===== config.mk =====
export PLATFORM = sky130hd
export DESIGN_NAME = jtdd_mcu_host
export DESIGN_NICKNAME = d
export VERILOG_FILES = /design/src/rtl/jtdd_mcu_host.sv
export SDC_FILE = /design/constraint.sdc
export NUM_CORES = 1
export LEC_CHECK = 0
export ABC_AREA = 1
export BUFFER_PORTS_ARGS = -buffer_cell sky130_fd_sc_hd__buf_4
export CORE_MARGIN = 2
export CORE_UTILIZATION = 44
export CTS_CLUSTER_DIAMETER = 80
export DETAILED_ROUTE_END_ITERATION = 8
export PLACE_DENSITY = 0.84
export SLEW_MARGIN = 20
export SYNTH_ARGS = -nofsm -noshare
export SYNTH_HDL_FRONTEND = slang
export SYNTH_SLANG_ARGS = --single-unit
export TNS_END_PERCENT = 100

===== constraint.sdc =====
create_clock -name clk -period 1.8 [get_ports clk]
set_clock_uncertainty 0.2 [all_clocks]
set_input_delay 0 -clock clk [delete_from_list [all_inputs] [get_ports clk]]
set_output_delay 0 -clock clk [all_outputs]
set_load 0.005 [all_outputs]

===== src/rtl/jtdd_mcu_host.sv =====
// jtdd_mcu_host: main-CPU side of the Double Dragon 6801 MCU link.
// Drives MCU halt/NMI, latches the MCU-to-main IRQ and arbitrates main-CPU
// access to the 512-byte shared RAM against MCU bus ownership (mcu_ban).
// Optional macro JTDD_MCU_HOST_TIMEOUT_EN: abort a WAIT after WAIT_MAX cen
// cycles, return 8'hFF and flag timeout in the status word.
module jtdd_mcu_host #(
    parameter int unsigned NMI_LEN  = 4,
    parameter int unsigned WAIT_MAX = 255
) (
    input  logic       clk,
    input  logic       rst_n,
    input  logic       cen,
    input  logic [8:0] cpu_AB,
    input  logic       cpu_wrn,
    input  logic [7:0] cpu_dout,
    output logic [7:0] cpu_din,
    output logic       cpu_waitn,
    input  logic       com_cs,
    input  logic       ctrl_cs,
    input  logic       nmi_cs,
    input  logic       irqack_cs,
    input  logic       stat_cs,
    output logic [8:0] host_AB,
    output logic [7:0] host_dout,
    output logic       host_we,
    input  logic [7:0] shared_dout,
    input  logic       mcu_ban,
    output logic       mcu_halt,
    output logic       mcu_nmi_set,
    input  logic       mcu_irqmain,
    output logic       main_irq
);

    localparam logic [2:0] ST_IDLE  = 3'd0;
    localparam logic [2:0] ST_WAIT  = 3'd1;
    localparam logic [2:0] ST_GRANT = 3'd2;
    localparam logic [2:0] ST_READ  = 3'd3;
    localparam logic [2:0] ST_DONE  = 3'd4;

    localparam logic [3:0] NMI_LOAD = 4'(NMI_LEN);

    if (NMI_LEN < 1 || NMI_LEN > 15 || WAIT_MAX < 1 || WAIT_MAX > 255) begin : g_bad_param
        $error("jtdd_mcu_host: NMI_LEN must be 1..15 and WAIT_MAX 1..255");
    end

    logic [2:0] state_q, state_d;
    logic [7:0] latch_q, latch_d;
    logic       halt_q, halt_d;
    logic [3:0] nmi_cnt_q, nmi_cnt_d;
    logic       irq_last_q, irq_last_d;
    logic       main_irq_q, main_irq_d;
    logic       halt_ack_q, halt_ack_d;
    logic       wait_expire;
    logic       timeout;

`ifdef JTDD_MCU_HOST_TIMEOUT_EN
    localparam logic [7:0] WAIT_LAST = 8'(WAIT_MAX - 1);

    logic [7:0] wait_cnt_q, wait_cnt_d;
    logic       timeout_q, timeout_d;

    // Expire on the WAIT_MAX-th WAIT cycle that still sees the bus banned
    assign wait_expire = (state_q == ST_WAIT) && mcu_ban && (wait_cnt_q == WAIT_LAST);
    assign timeout     = timeout_q;

    // WAIT cycle counter and sticky timeout flag (set beats status-read clear)
    always_comb begin
        wait_cnt_d = wait_cnt_q;
        timeout_d  = timeout_q;
        if (cen) begin
            wait_cnt_d = (state_q == ST_WAIT) ? wait_cnt_q + 8'd1 : 8'd0;
            if (stat_cs) timeout_d = 1'b0;
            if (wait_expire) timeout_d = 1'b1;
        end
    end

    // Timeout state registers
    always_ff @(posedge clk or negedge rst_n) begin
        if (!rst_n) begin
            wait_cnt_q <= 8'd0;
            timeout_q  <= 1'b0;
        end else begin
            wait_cnt_q <= wait_cnt_d;
            timeout_q  <= timeout_d;
        end
    end
`else
    assign wait_expire = 1'b0;
    assign timeout     = 1'b0;
`endif

    // Shared RAM arbitration and read-data latch
    always_comb begin
        state_d = state_q;
        latch_d = latch_q;
        if (cen) begin
            unique case (state_q)
                ST_IDLE:  if (com_cs) state_d = mcu_ban ? ST_WAIT : ST_GRANT;
                ST_WAIT: begin
                    if (!mcu_ban) begin
                        state_d = ST_GRANT;
                    end else if (wait_expire) begin
                        state_d = ST_DONE;
                        latch_d = 8'hFF;
                    end
                end
                ST_GRANT: begin
                    if (mcu_ban) state_d = ST_WAIT;
                    else         state_d = cpu_wrn ? ST_READ : ST_DONE;
                end
                ST_READ: begin
                    if (mcu_ban) begin
                        state_d = ST_WAIT;
                    end else begin
                        state_d = ST_DONE;
                        latch_d = shared_dout;
                    end
                end
                ST_DONE:  if (!com_cs) state_d = ST_IDLE;
                default:  state_d = ST_IDLE;
            endcase
        end
    end

    // Control, NMI pulse counter, IRQ edge latch and halt acknowledge
    always_comb begin
        halt_d     = halt_q;
        nmi_cnt_d  = nmi_cnt_q;
        irq_last_d = irq_last_q;
        main_irq_d = main_irq_q;
        halt_ack_d = halt_ack_q;
        if (cen) begin
            if (ctrl_cs && !cpu_wrn) halt_d = cpu_dout[0];
            // Retrigger reloads rather than stacks, so the pulse is extended
            if (nmi_cs && !cpu_wrn)      nmi_cnt_d = NMI_LOAD;
            else if (nmi_cnt_q != 4'd0)  nmi_cnt_d = nmi_cnt_q - 4'd1;
            irq_last_d = mcu_irqmain;
            if (mcu_irqmain && !irq_last_q)  main_irq_d = 1'b1;
            else if (irqack_cs && !cpu_wrn)  main_irq_d = 1'b0;
            halt_ack_d = halt_q && !mcu_ban;
        end
    end

    // State registers; the MCU comes out of reset halted
    always_ff @(posedge clk or negedge rst_n) begin
        if (!rst_n) begin
            state_q    <= ST_IDLE;
            latch_q    <= 8'd0;
            halt_q     <= 1'b1;
            nmi_cnt_q  <= 4'd0;
            irq_last_q <= 1'b0;
            main_irq_q <= 1'b0;
            halt_ack_q <= 1'b0;
        end else begin
            state_q    <= state_d;
            latch_q    <= latch_d;
            halt_q     <= halt_d;
            nmi_cnt_q  <= nmi_cnt_d;
            irq_last_q <= irq_last_d;
            main_irq_q <= main_irq_d;
            halt_ack_q <= halt_ack_d;
        end
    end

    assign host_AB     = (state_q == ST_GRANT) ? cpu_AB : 9'd0;
    assign host_dout   = cpu_dout;
    assign host_we     = (state_q == ST_GRANT) && !cpu_wrn && !mcu_ban;
    assign cpu_waitn   = !(com_cs && (state_q != ST_DONE));
    assign cpu_din     = com_cs  ? latch_q :
                         stat_cs ? {5'b0, timeout, halt_ack_q, main_irq_q} : 8'h00;
    assign mcu_halt    = halt_q;
    assign mcu_nmi_set = (nmi_cnt_q != 4'd0);
    assign main_irq    = main_irq_q;

endmodule


== Word-level counts from Yosys, hierarchy flattened ==
Index checks and enable logic that the tools add are counted.
Operators by class
  div/mod/pow operators: 0
  muxes and demuxes: 15
  $add $sub $neg: 1
  magnitude comparators: 0
  eq/ne operators: 8
  bitwise operators: 1
  shift operators: 0
  reduce and logical (&&, ||, !) cells: 21
  multipliers: 0
Operators by type and width (number)
  two-way mux 3 bit: 6
  case mux 3 bit (5 select lines): 1
  two-way mux 9 bit: 1
  logical AND 1 bit: 8
  two-way mux 4 bit: 2
  two-way mux 8 bit: 1
  equality test 3 x 2 -> 1 bit (second input constant): 2
  inequality test 2 bit (second input constant): 3
  AND reduction 2 bit: 3
  logical NOT 1 bit: 4
  two-way mux 2 bit: 2
  AND reduction 4 bit: 1
  nonzero test 2 bit: 2
  nonzero test 4 bit: 1
  subtractor 4 x 1 -> 4 bit (second input constant): 1
  equality test 3 x 1 -> 1 bit (second input constant): 1
  equality test 3 bit (second input constant): 1
  logical NOT 3 bit: 1
  inequality test 3 bit (second input constant): 1
  AND reduction 3 bit: 1
  two-way mux 1 bit: 2
  inverter 1 bit: 1
Word-level totals
  ROM bits: 0
  register bits: 19
  bits in latches: 0
  bits of input ports: 36
  memories kept: 0
  RAM bits: 0
  output and inout port bits: 30
  logic and storage cells: 53

== Depth between registers and ports, before layout ==
Gate-level depths: netlist of the first run.
  word-level depth: 4
  gate-level depth with buffers: 8
  depth with buffers taken out: 8

== Worst setup path before layout of the first run ==
No wires, ideal clock.
  path type: reg-to-reg
  start: reg nmi_cnt_q[0]
  end: reg nmi_cnt_q[3]
  clock period less this slack: 1.354 ns
  arrival: 1.026 ns
  setup slack: 0.446 ns
  stages on the path, launching flop included: 8
  path buffers: 0
  setup time: 0.128 ns
  data required time: 1.472 ns
  cell sequence: dfrtp_1 > inv_1 > ha_1 > inv_1 > nor2_1 > nand3_1 > nand2_1 > o21ai_0
On the way
  longest elaborated chain between the ends: 3
  elaborated cells on any way between the ends: 6
  classes of those cells: add/sub: 1; mux: 2; reduce/logical: 3
RTL lines
  from (decl): RTL line 49  | logic [3:0] nmi_cnt_q, nmi_cnt_d;
  from (signal assigned): RTL line 158  | nmi_cnt_q <= nmi_cnt_d;
  subtractor 4 x 1 -> 4 bit or nonzero test 4 bit (tied branches): RTL line 136  | else if (nmi_cnt_q != 4'd0) nmi_cnt_d = nmi_cnt_q - 4'd1;
  two-way mux 4 bit or nonzero test 2 bit (tied branches)
  two-way mux 4 bit or AND reduction 2 bit (tied branches)
Several ways; a longest one is shown, not always the timed one. The select of a mux whose other input is x is not followed.
A chain may end at the register's enable or synchronous reset.

== Worst setup path after layout of the first run ==
  start: in cpu_wrn
  end: reg halt_q, in the netlist mcu_halt
On the way
  longest elaborated chain between the ends: 3
RTL lines
  from (decl): RTL line 14  | input logic cpu_wrn,
  logical NOT 1 bit: RTL line 133  | if (ctrl_cs && !cpu_wrn) halt_d = cpu_dout[0];
  logical AND 1 bit: RTL line 133
  AND reduction 2 bit (no source line)
  to (signal assigned): RTL line 157  | halt_q <= halt_d;
  to (decl): RTL line 48  | logic halt_q, halt_d;
Every way passes these cells.

==> impl_metrics.csv, run 1 <==
group,metric,value,unit
clocking,clk_path_buf_depth,2,
layout,area_growth,54.7,%
clocking,cts-htree-levels,1,
detailed_routing,route.detailed.drc,0,
global_routing,grt_max_degree,19,
die,die-height,56.4,um
synthesis,yosys_warnings,0,
die,core_area,2690,um2
global_routing,met1_usage,0.254,
timing,setup_viol,0,
worst_hold_path,hold_end,"state_q[1]",
setup_path,crit_family,"buffers and inverters",
flow_run,cap_violations,0,
synthesis,yosysUniqueCellTypes,19,
setup_path,crit_chain,"dlygate4sd3_1 -> buf_4 -> inv_1 -> nand3_1 -> mux2_2 -> dlygate4sd3_1",
worst_hold_path,min_path_type,"in2reg",
global_routing,grt_pass1_vias,1241,
synthesis,netlist_area,1210,um2
synthesis,synth_cells,181,
clocking,clock_latency,300,ps
run_status,violations,"negative hold slack",
clocking,post_cts_resized,0,
power_and_ir_drop,p_leak,1.10,nW
run_status,status,"finished, violations left",
setup_path,cp.depth,6,
die,io_pins,66,
global_routing,gr-usage-met2,0.367,
timing,fin_crit_sh,0.963,
power_and_ir_drop,p_per_area,1030,nW/um2
placed_design,portBuffers,51,
clocking,clock-sinks,19,
placed_design,place_congestion,0.817,
detailed_routing,firstDrtPassIters,4,
worst_hold_path,min_path_cells,6,
setup_path,critPathSlowestCell,"dlygate4sd3_1",
timing,hold_viol_final,2,
timing,setup-tns-final,0,ps
worst_hold_path,min-delay-start,"com_cs",
synthesis,synth_top_area_cell,"dfrtp_1",
clocking,cts_tree,"built",
setup_path,worst_path_most_repeated_cell,"dlygate4sd3_1",
setup_path,cp.required,1830,ps
timing,tightest_slew,801,ps
die,rows,19,
setup_path,regToRegEndpoint,"nmi_cnt_q[0]",
detailed_routing,ant_nets,0,
setup_path,slowest_delay,550,ps
detailed_routing,drt-vias-per-instance,4.58,
layout,multiInputGateArea,537,um2
global_routing,grt_use_met3,0.0438,
synthesis,syn_area_per_cell,6.68,um2
global_routing,busiest_layer,"met2",
synthesis,yosysTopAreaCellShare,0.372,
detailed_routing,totalWireLength,3140,um
global_routing,grt_first_pass_wirelength,5320,um
detailed_routing,vias,1309,
synthesis,synth_seq_cells,19,
synthesis,netlist_top_cells_area,"dfrtp_1 (37%), nand2_1 (21%), nand3_1 (9.1%)",
clocking,cts_setup_buffers,0,
global_routing,antenna_found_initial,0,
timing,whs,-2.57,ps
setup_path,crit_buf_inv,4,
synthesis,yosysSeqAreaShare,0.394,
timing,rsz0062_at_grt,"false",
clocking,cts_root_buf,"clkbuf_4",
die,die_w,56.4,um
timing,drv_slew,0,
timing,finalCriticalPeriod,1730,ps
layout,fillerInstances,224,
placed_design,dp_slack,285,ps
setup_path,worstSetupStartpointType,"primary input",
layout,antenna_cells,0,
setup_path,reg2regPathDepth,7,
timing,slew_headroom,0.464,
die,start_util,0.450,
detailed_routing,drtIter0Drc,48,
timing,fmax,0.577,GHz
setup_path,rrSetupSlack,270,ps
clocking,clkTransAtPathRegs,110,ps
setup_path,end_kind,"flop",
setup_path,r2r-start,"nmi_cnt_q[0]",
layout,nets,294,
timing,setup_slack,65.8,ps
setup_path,critPathKind,"in2reg",
setup_path,worstPathMaxFanout,6,
global_routing,grt_overflow,0,
clocking,cts_buffers,3,
detailed_routing,post_drt_wl_per_cell,11.0,um
placed_design,dp_hpwl,2100,um
setup_path,arrival,1770,ps
die,dieArea,3190,um2
global_routing,grtUsageTotal,0.211,
synthesis,syn-num-nets,219,
layout,drive_gt1_frac,0.243,
layout,regArea,477,um2
power_and_ir_drop,vdd_drop_max,0.846,mV
-- what timing repair did --
item                       4_1_cts  5_1_grt
setup endpoints to repair        0        0
hold endpoints to repair        46        0
hold buffers                    29        0
-- routing by layer --
metal  part of all wire  wire, um
met3              0.052       163
met4              0.019        58
met1               0.39      1240
met2               0.53      1680
met5                  0         0
-- worst reg2reg max path, cell delays in order (launching register included) --
cell and delay (ps):
dfrtp_1 400, inv_1 140, ha_1 170, inv_1 40, nor2_1 120, nand3_1 90, nand2_1 150, o21ai_0 110
-- registers in the layout, summed over array words and instances (netlist names) --
name and flops:
halt_ack_q 1, latch_q 8, state_q 3, mcu_halt 1, irq_last_q 1, main_irq 1, nmi_cnt_q 4
-- synth_stat cells --
library cell,count
nand2_2,1
ha_1,2
buf_4,9
nand3_1,22
o21ai_0,7
inv_1,29
inv_2,1
a31oi_1,1
buf_2,1
buf_6,1
mux2_2,1
nor2_4,1
dfrtp_1,18
nand4_1,1
a21oi_1,1
nand2_1,68
dfstp_2,1
nor2_2,2
nor2_1,14
-- through the flow --
step / instances / utilization / hold WS, ps / area [um2] / total power, mW
after floorplan: 181 / - / -496 / 1210 / 1.30
after global placement: 253 / 0.579 / -312 / 1560 / 1.63
after detailed placement: 253 / 0.579 / -313 / 1560 / 1.66
after CTS: 286 / 0.697 / 2.34 / 1870 / 1.94
after global routing: 286 / 0.697 / 26.3 / 1870 / 2.13
final: 286 / 0.697 / -2.57 / 1870 / 1.93
-- worst max-delay path by stage --
| stage | start | end | slack [ps] |
|---|---|---|---|
| 5_1_grt | rst_n | irq_last_q | 10 |
| 3_3_place_gp | nmi_cnt_q[0] | nmi_cnt_q[3] | 380 |
| 2_1_floorplan | nmi_cnt_q[0] | nmi_cnt_q[3] | 450 |
| 3_5_place_dp | nmi_cnt_q[0] | nmi_cnt_q[0] | 280 |
| 4_1_cts | cpu_wrn | mcu_halt | 80 |
| 6_report | cpu_wrn | mcu_halt | 70 |
-- report_power, final --
| part | switching, mW | internal (mW) | total (mW) |
|---|---|---|---|
| clock | 0.134 | 0.0864 | 0.220 |
| sequential | 0.134 | 0.594 | 0.728 |
| combinational | 0.516 | 0.469 | 0.986 |
| total | 0.785 | 1.15 | 1.93 |
-- area by class of cell --
| type | instances | area share |
|---|---|---|
| Multi-Input combinational cell | 121 | 0.287 |
| Inverter | 30 | 0.0602 |
| Sequential cell | 19 | 0.255 |
| Tap cell | 31 | 0.0207 |
| Clock buffer | 4 | 0.0140 |
| Timing Repair Buffer | 81 | 0.364 |
-- layout by cell type, fill, tap and decap left out, drive strengths merged --
cell	instances
nand2	69
buf	52
inv	30
dlygate4sd3	29
nand3	22
dfrtp	18
nor2	17
o21ai	7
clkbuf	4
ha	2
nand4	1
mux2	1
a21oi	1
a31oi	1
dfstp	1
-- logic make-up (layout without fill, tap and decap cells) --
| group | Yosys count | count (layout) | share of synthesized area |
|---|---|---|---|
| flip-flops | 19 | 19 | 0.394 |
| multiplexers | 1 | 1 | 0.00931 |
| adder cells (fa/ha/maj) | 2 | 2 | 0.0207 |
| AO/OA/AOI/OAI | 9 | 9 | 0.0383 |
| buffers and inverters | 41 | 115 | 0.162 |
| AND/OR/NAND/NOR | 109 | 109 | 0.375 |
(Power assumes the default switching activity.)
==> run 2: changes to the inputs <==
--- a/config.mk
+++ b/config.mk
@@ -8,10 +8,11 @@
 export ABC_AREA = 1
 export BUFFER_PORTS_ARGS = -buffer_cell sky130_fd_sc_hd__buf_4
 export CORE_MARGIN = 2
-export CORE_UTILIZATION = 44
+export CORE_UTILIZATION = 46
+export CTS_BUF_LIST = sky130_fd_sc_hd__clkbuf_4 sky130_fd_sc_hd__clkbuf_8
 export CTS_CLUSTER_DIAMETER = 80
 export DETAILED_ROUTE_END_ITERATION = 8
-export PLACE_DENSITY = 0.84
+export PLACE_DENSITY = 0.87
 export SLEW_MARGIN = 20
 export SYNTH_ARGS = -nofsm -noshare
 export SYNTH_HDL_FRONTEND = slang
==> impl_metrics.csv, run 2 (synthesis results as in run 1) <==
group,metric,value,unit
clocking,post_cts_resized,0,
placed_design,dp_hpwl,2230,um
layout,drive_gt1_frac,0.246,
die,die-height,55.3,um
timing,whs,102,ps
clocking,cts_buffers,3,
global_routing,grt_pass1_vias,1291,
die,io_pins,66,
clocking,cts_root_buf,"clkbuf_4",
clocking,clock-sinks,19,
detailed_routing,totalWireLength,3190,um
placed_design,portBuffers,51,
layout,nets,295,
timing,fin_crit_sh,0.951,
setup_path,worstSetupStartpointType,"primary input",
global_routing,grt_max_degree,19,
setup_path,worstPathMaxFanout,6,
detailed_routing,vias,1343,
power_and_ir_drop,p_leak,1.10,nW
power_and_ir_drop,vdd_drop_max,0.842,mV
layout,fin_area,1880,um2
layout,multiInputGateArea,537,um2
layout,layout_common_cells,"nand2_1 (68), buf_4 (52), dlygate4sd3_1 (30)",
worst_hold_path,min_path_type,"in2out",
layout,instances_no_fill,286,
global_routing,antenna_found_initial,0,
layout,area_growth,55.5,%
clocking,cts-htree-levels,1,
setup_path,cp.required,1840,ps
placed_design,dp_cells,252,
global_routing,grt_first_pass_wirelength,5530,um
layout,largest_reg_flops,8,
clocking,clock_latency,300,ps
global_routing,grt_use_met3,0.0351,
timing,rsz0062_at_grt,"false",
layout,largestRegisters,"latch_q (8), nmi_cnt_q (4), state_q (3)",
timing,setup_slack,88.7,ps
setup_path,end_kind,"flop",
die,start_util,0.488,
detailed_routing,route.detailed.drc,0,
timing,setup-tns-final,0,ps
detailed_routing,drt-vias-per-instance,4.70,
layout,regArea,477,um2
global_routing,grt_overflow,0,
layout,top_register,"latch_q",
die,core_area,2480,um2
clocking,cts_tree,"built",
clocking,cts_setup_buffers,0,
layout,final_common_cell,"nand2_1",
placed_design,place_congestion,0.816,
run_status,status,"complete, no violations",
timing,slew_headroom,0.429,
power_and_ir_drop,p_per_area,1030,nW/um2
flow_run,cap_violations,0,
die,rows,18,
timing,finalCriticalPeriod,1710,ps
detailed_routing,drtIter0Drc,41,
layout,antenna_cells,0,
global_routing,met1_usage,0.261,
global_routing,gr-usage-met2,0.412,
timing,setup_viol,0,
clocking,clkTransAtPathRegs,120,ps
clocking,cts_hold_buf,30,
timing,fmax,0.584,GHz
timing,tightest_slew,854,ps
setup_path,arrival,1750,ps
detailed_routing,post_drt_wl_per_cell,11.2,um
layout,fillerInstances,191,
detailed_routing,ant_nets,0,
timing,drv_slew,0,
placed_design,dpl_cell_area,1550,um2
global_routing,busiest_layer,"met2",
placed_design,dp_slack,304,ps
global_routing,grtUsageTotal,0.223,
die,die_w,55.3,um
detailed_routing,firstDrtPassIters,4,
setup_path,critPathKind,"in2reg",
die,dieArea,3060,um2
timing,hold_viol_final,0,
clocking,clk_path_buf_depth,2,
## run 2: cell types whose count changed in the layout (fill, tap and decap cells not counted)
cell           previous run  this run
clkinv_2                  0         1
dlygate4sd3_1            29        30
clkbuf_1                  1         0
## run 2: through the flow
| step | power, mW | util |
|---|---|---|
| floorplan | 1.30 | - |
| global placement | 1.63 | 0.627 |
| detailed placement | 1.67 | 0.627 |
| CTS | 1.96 | 0.760 |
| global route | 2.15 | 0.760 |
| finish | 1.94 | 0.760 |
## run 2: cell type report
cell class | count | area share
well taps | 30 | 0.0199
clock inverters | 1 | 0.00266
repair buffers | 82 | 0.367
clock buffers | 3 | 0.0120
multi-input cells | 121 | 0.285
flip-flops and latches | 19 | 0.253
inverters | 30 | 0.0598
## run 2: where the power goes
group	leakage [nW]	internal, mW	switching (mW)
combinational	0.850	0.472	0.519
clock	0.0177	0.0828	0.138
sequential	0.236	0.594	0.139
## run 2: worst max-delay path, stage by stage
cell and delay, ps:
dlygate4sd3_1 540, buf_4 140, inv_1 150, nand3_1 100, mux2_2 270, dlygate4sd3_1 550
## run 2: per-layer routing
metal	vias up	wire (um)
li1	693	-
met1	594	1220
met2	50	1730
met3	6	189
met4	0	51
met5	-	0
## run 2: final timing paths
kind	start	end	slack, ps	depth (start not counted)
hold / removal	stat_cs	cpu_din[0]	100	4
hold reg to reg	latch_q[2]	latch_q[2]	280	2
max in group asynchronous	rst_n	latch_q[4]	180	3
min in group asynchronous	rst_n	mcu_halt	570	3
setup reg to reg	nmi_cnt_q[0]	nmi_cnt_q[3]	290	7
setup / recovery	cpu_wrn	mcu_halt	90	6
==> run 3: changes to the inputs <==
--- a/config.mk
+++ b/config.mk
@@ -8,11 +8,11 @@
 export ABC_AREA = 1
 export BUFFER_PORTS_ARGS = -buffer_cell sky130_fd_sc_hd__buf_4
 export CORE_MARGIN = 2
-export CORE_UTILIZATION = 46
+export CORE_UTILIZATION = 49
 export CTS_BUF_LIST = sky130_fd_sc_hd__clkbuf_4 sky130_fd_sc_hd__clkbuf_8
 export CTS_CLUSTER_DIAMETER = 80
 export DETAILED_ROUTE_END_ITERATION = 8
-export PLACE_DENSITY = 0.87
+export PLACE_DENSITY = 0.92
 export SLEW_MARGIN = 20
 export SYNTH_ARGS = -nofsm -noshare
 export SYNTH_HDL_FRONTEND = slang
==> constraint.sdc (replaced) <==
create_clock -name clk -period 2 [get_ports clk]
set_clock_uncertainty 0.2 [all_clocks]
set_input_delay 0.3 -clock clk [delete_from_list [all_inputs] [get_ports clk]]
set_output_delay 0.3 -clock clk [all_outputs]
set_load 0.005 [all_outputs]
==> impl_metrics.csv, run 3 (synthesis results as in run 1) <==
group,metric,value,unit
run_status,status,"complete, no violations",
clocking,clkTransAtPathRegs,110,ps
power_and_ir_drop,power_switching,0.698,mW
timing,drv_slew,0,
timing,setup-tns-final,0,ps
layout,top_register,"latch_q",
die,start_util,0.502,
power_and_ir_drop,vdd_drop_max,0.620,mV
layout,final_common_cell,"nand2_1",
detailed_routing,post_drt_wl_per_cell,10.8,um
worst_hold_path,min_path_cells,3,
power_and_ir_drop,p_seq_frac,0.394,
global_routing,grt_first_pass_wirelength,4530,um
power_and_ir_drop,p_leak,0.982,nW
clocking,cts_tree,"built",
placed_design,place_congestion,0.814,
detailed_routing,drtIter0Drc,24,
die,rows,18,
placed_design,portBuffers,51,
setup_path,r2r-start,"nmi_cnt_q[0]",
global_routing,grt_overflow,0,
global_routing,grtUsageTotal,0.218,
setup_path,end_kind,"output pin",
layout,instances_no_fill,257,
worst_hold_path,min_path_type,"in2reg",
flow_run,cap_violations,0,
layout,area_growth,31.6,%
placed_design,dp_hpwl,2160,um
clocking,cts_setup_buffers,0,
timing,fin_crit_sh,0.922,
die,die-height,53.7,um
detailed_routing,ant_nets,0,
layout,largestRegisters,"latch_q (8), nmi_cnt_q (4), state_q (3)",
layout,multiInputGateArea,537,um2
layout,largest_reg_flops,8,
timing,finalCriticalPeriod,1840,ps
power_and_ir_drop,p_per_area,1060,nW/um2
global_routing,grt_max_degree,20,
power_and_ir_drop,internal-power,0.992,mW
worst_hold_path,min-delay-start,"mcu_irqmain",
power_and_ir_drop,switching_share,0.413,
layout,nets,266,
detailed_routing,drt-vias-per-instance,4.73,
die,core_area,2410,um2
die,die_w,53.7,um
clocking,clock-sinks,19,
clocking,clock_latency,290,ps
clocking,cts-htree-levels,1,
detailed_routing,route.detailed.drc,0,
clocking,clk_path_buf_depth,2,
timing,rsz0062_at_grt,"false",
clocking,cts_buffers,3,
global_routing,grt_pass1_vias,1097,
setup_path,worstPathMaxFanout,10,
die,io_pins,66,
setup_path,regToRegEndpoint,"nmi_cnt_q[0]",
global_routing,antenna_found_initial,0,
clocking,cts_root_buf,"clkbuf_4",
timing,setup_viol,0,
setup_path,reg2regPathDepth,7,
layout,regArea,478,um2
setup_path,cp.required,1500,ps
placed_design,dp_cells,252,
layout,layout_common_cells,"nand2_1 (68), buf_4 (52), inv_1 (28)",
placed_design,dp_slack,486,ps
timing,setup_slack,157,ps
power_and_ir_drop,clockPowerShare,0.115,
setup_path,critPathKind,"reg2out",
layout,fin_area,1590,um2
power_and_ir_drop,combPwrFrac,0.491,
setup_path,rrSetupSlack,530,ps
placed_design,dpl_cell_area,1550,um2
die,dieArea,2880,um2
layout,fillerInstances,209,
timing,slew_headroom,0.821,
setup_path,worstSetupStartpointType,"flop",
timing,tightest_slew,267,ps
detailed_routing,vias,1215,
setup_path,arrival,1340,ps
layout,antenna_cells,0,
power_and_ir_drop,power,1.69,mW
timing,hold_viol_final,0,
worst_hold_path,hold_end,"irq_last_q",
detailed_routing,totalWireLength,2790,um
layout,drive_gt1_frac,0.286,
detailed_routing,firstDrtPassIters,4,
timing,fmax,0.543,GHz
[run 3: critical path: stages (launching register included)]
cell	delay, ps
dfrtp_2	480
nor2_2	170
nand2_2	140
nor2_1	130
buf_4	120
[run 3: repair_timing]
item / CTS / global route
setup endpoints to repair: 0 / 2
endpoints found under the hold margin: 19 / 0
hold buffers: 1 / 0
resized for setup: 0 / 2
[run 3: layout make-up]
cell class,instances,share of cell area
clock inverter,1,0.00314
tap,30,0.0236
sequential,19,0.300
clock buffer,3,0.0141
multi-input combinational,121,0.337
inverter,30,0.0707
timing repair buffer,53,0.251
[run 3: per-stage QoR]
step | util | hold WS, ps
final | 0.661 | 22.6
after global routing | 0.661 | 11.5
after detailed placement | 0.645 | -14.6
after floorplan | - | -196
after global placement | 0.645 | -17.5
after CTS | 0.660 | 13.0
[run 3: metal layers]
layer | global-route usage | part of all wire
met5 | 0 | 0
met4 | 0.0769 | 0.0054
met3 | 0.0444 | 0.044
met2 | 0.384 | 0.53
met1 | 0.260 | 0.42
[run 3: worst max path at each step]
stage,start,endpoint,slack (ps)
CTS,nmi_cnt_q[0],mcu_nmi_set,140
global placement,nmi_cnt_q[0],mcu_nmi_set,500
finish,state_q[2],host_AB[3],160
floorplan,nmi_cnt_q[0],nmi_cnt_q[3],650
detailed placement,nmi_cnt_q[0],mcu_nmi_set,490
global route,state_q[2],host_AB[1],30
[run 3: power groups by stage]
stage | Combinational, mW | Sequential [mW] | Clock [mW]
final | 0.830 | 0.666 | 0.194
after global routing | 0.977 | 0.684 | 0.218
after CTS | 0.838 | 0.657 | 0.205
after detailed placement | 0.831 | 0.664 | 0
after global placement | 0.798 | 0.656 | 0
after floorplan | 0.533 | 0.635 | 0
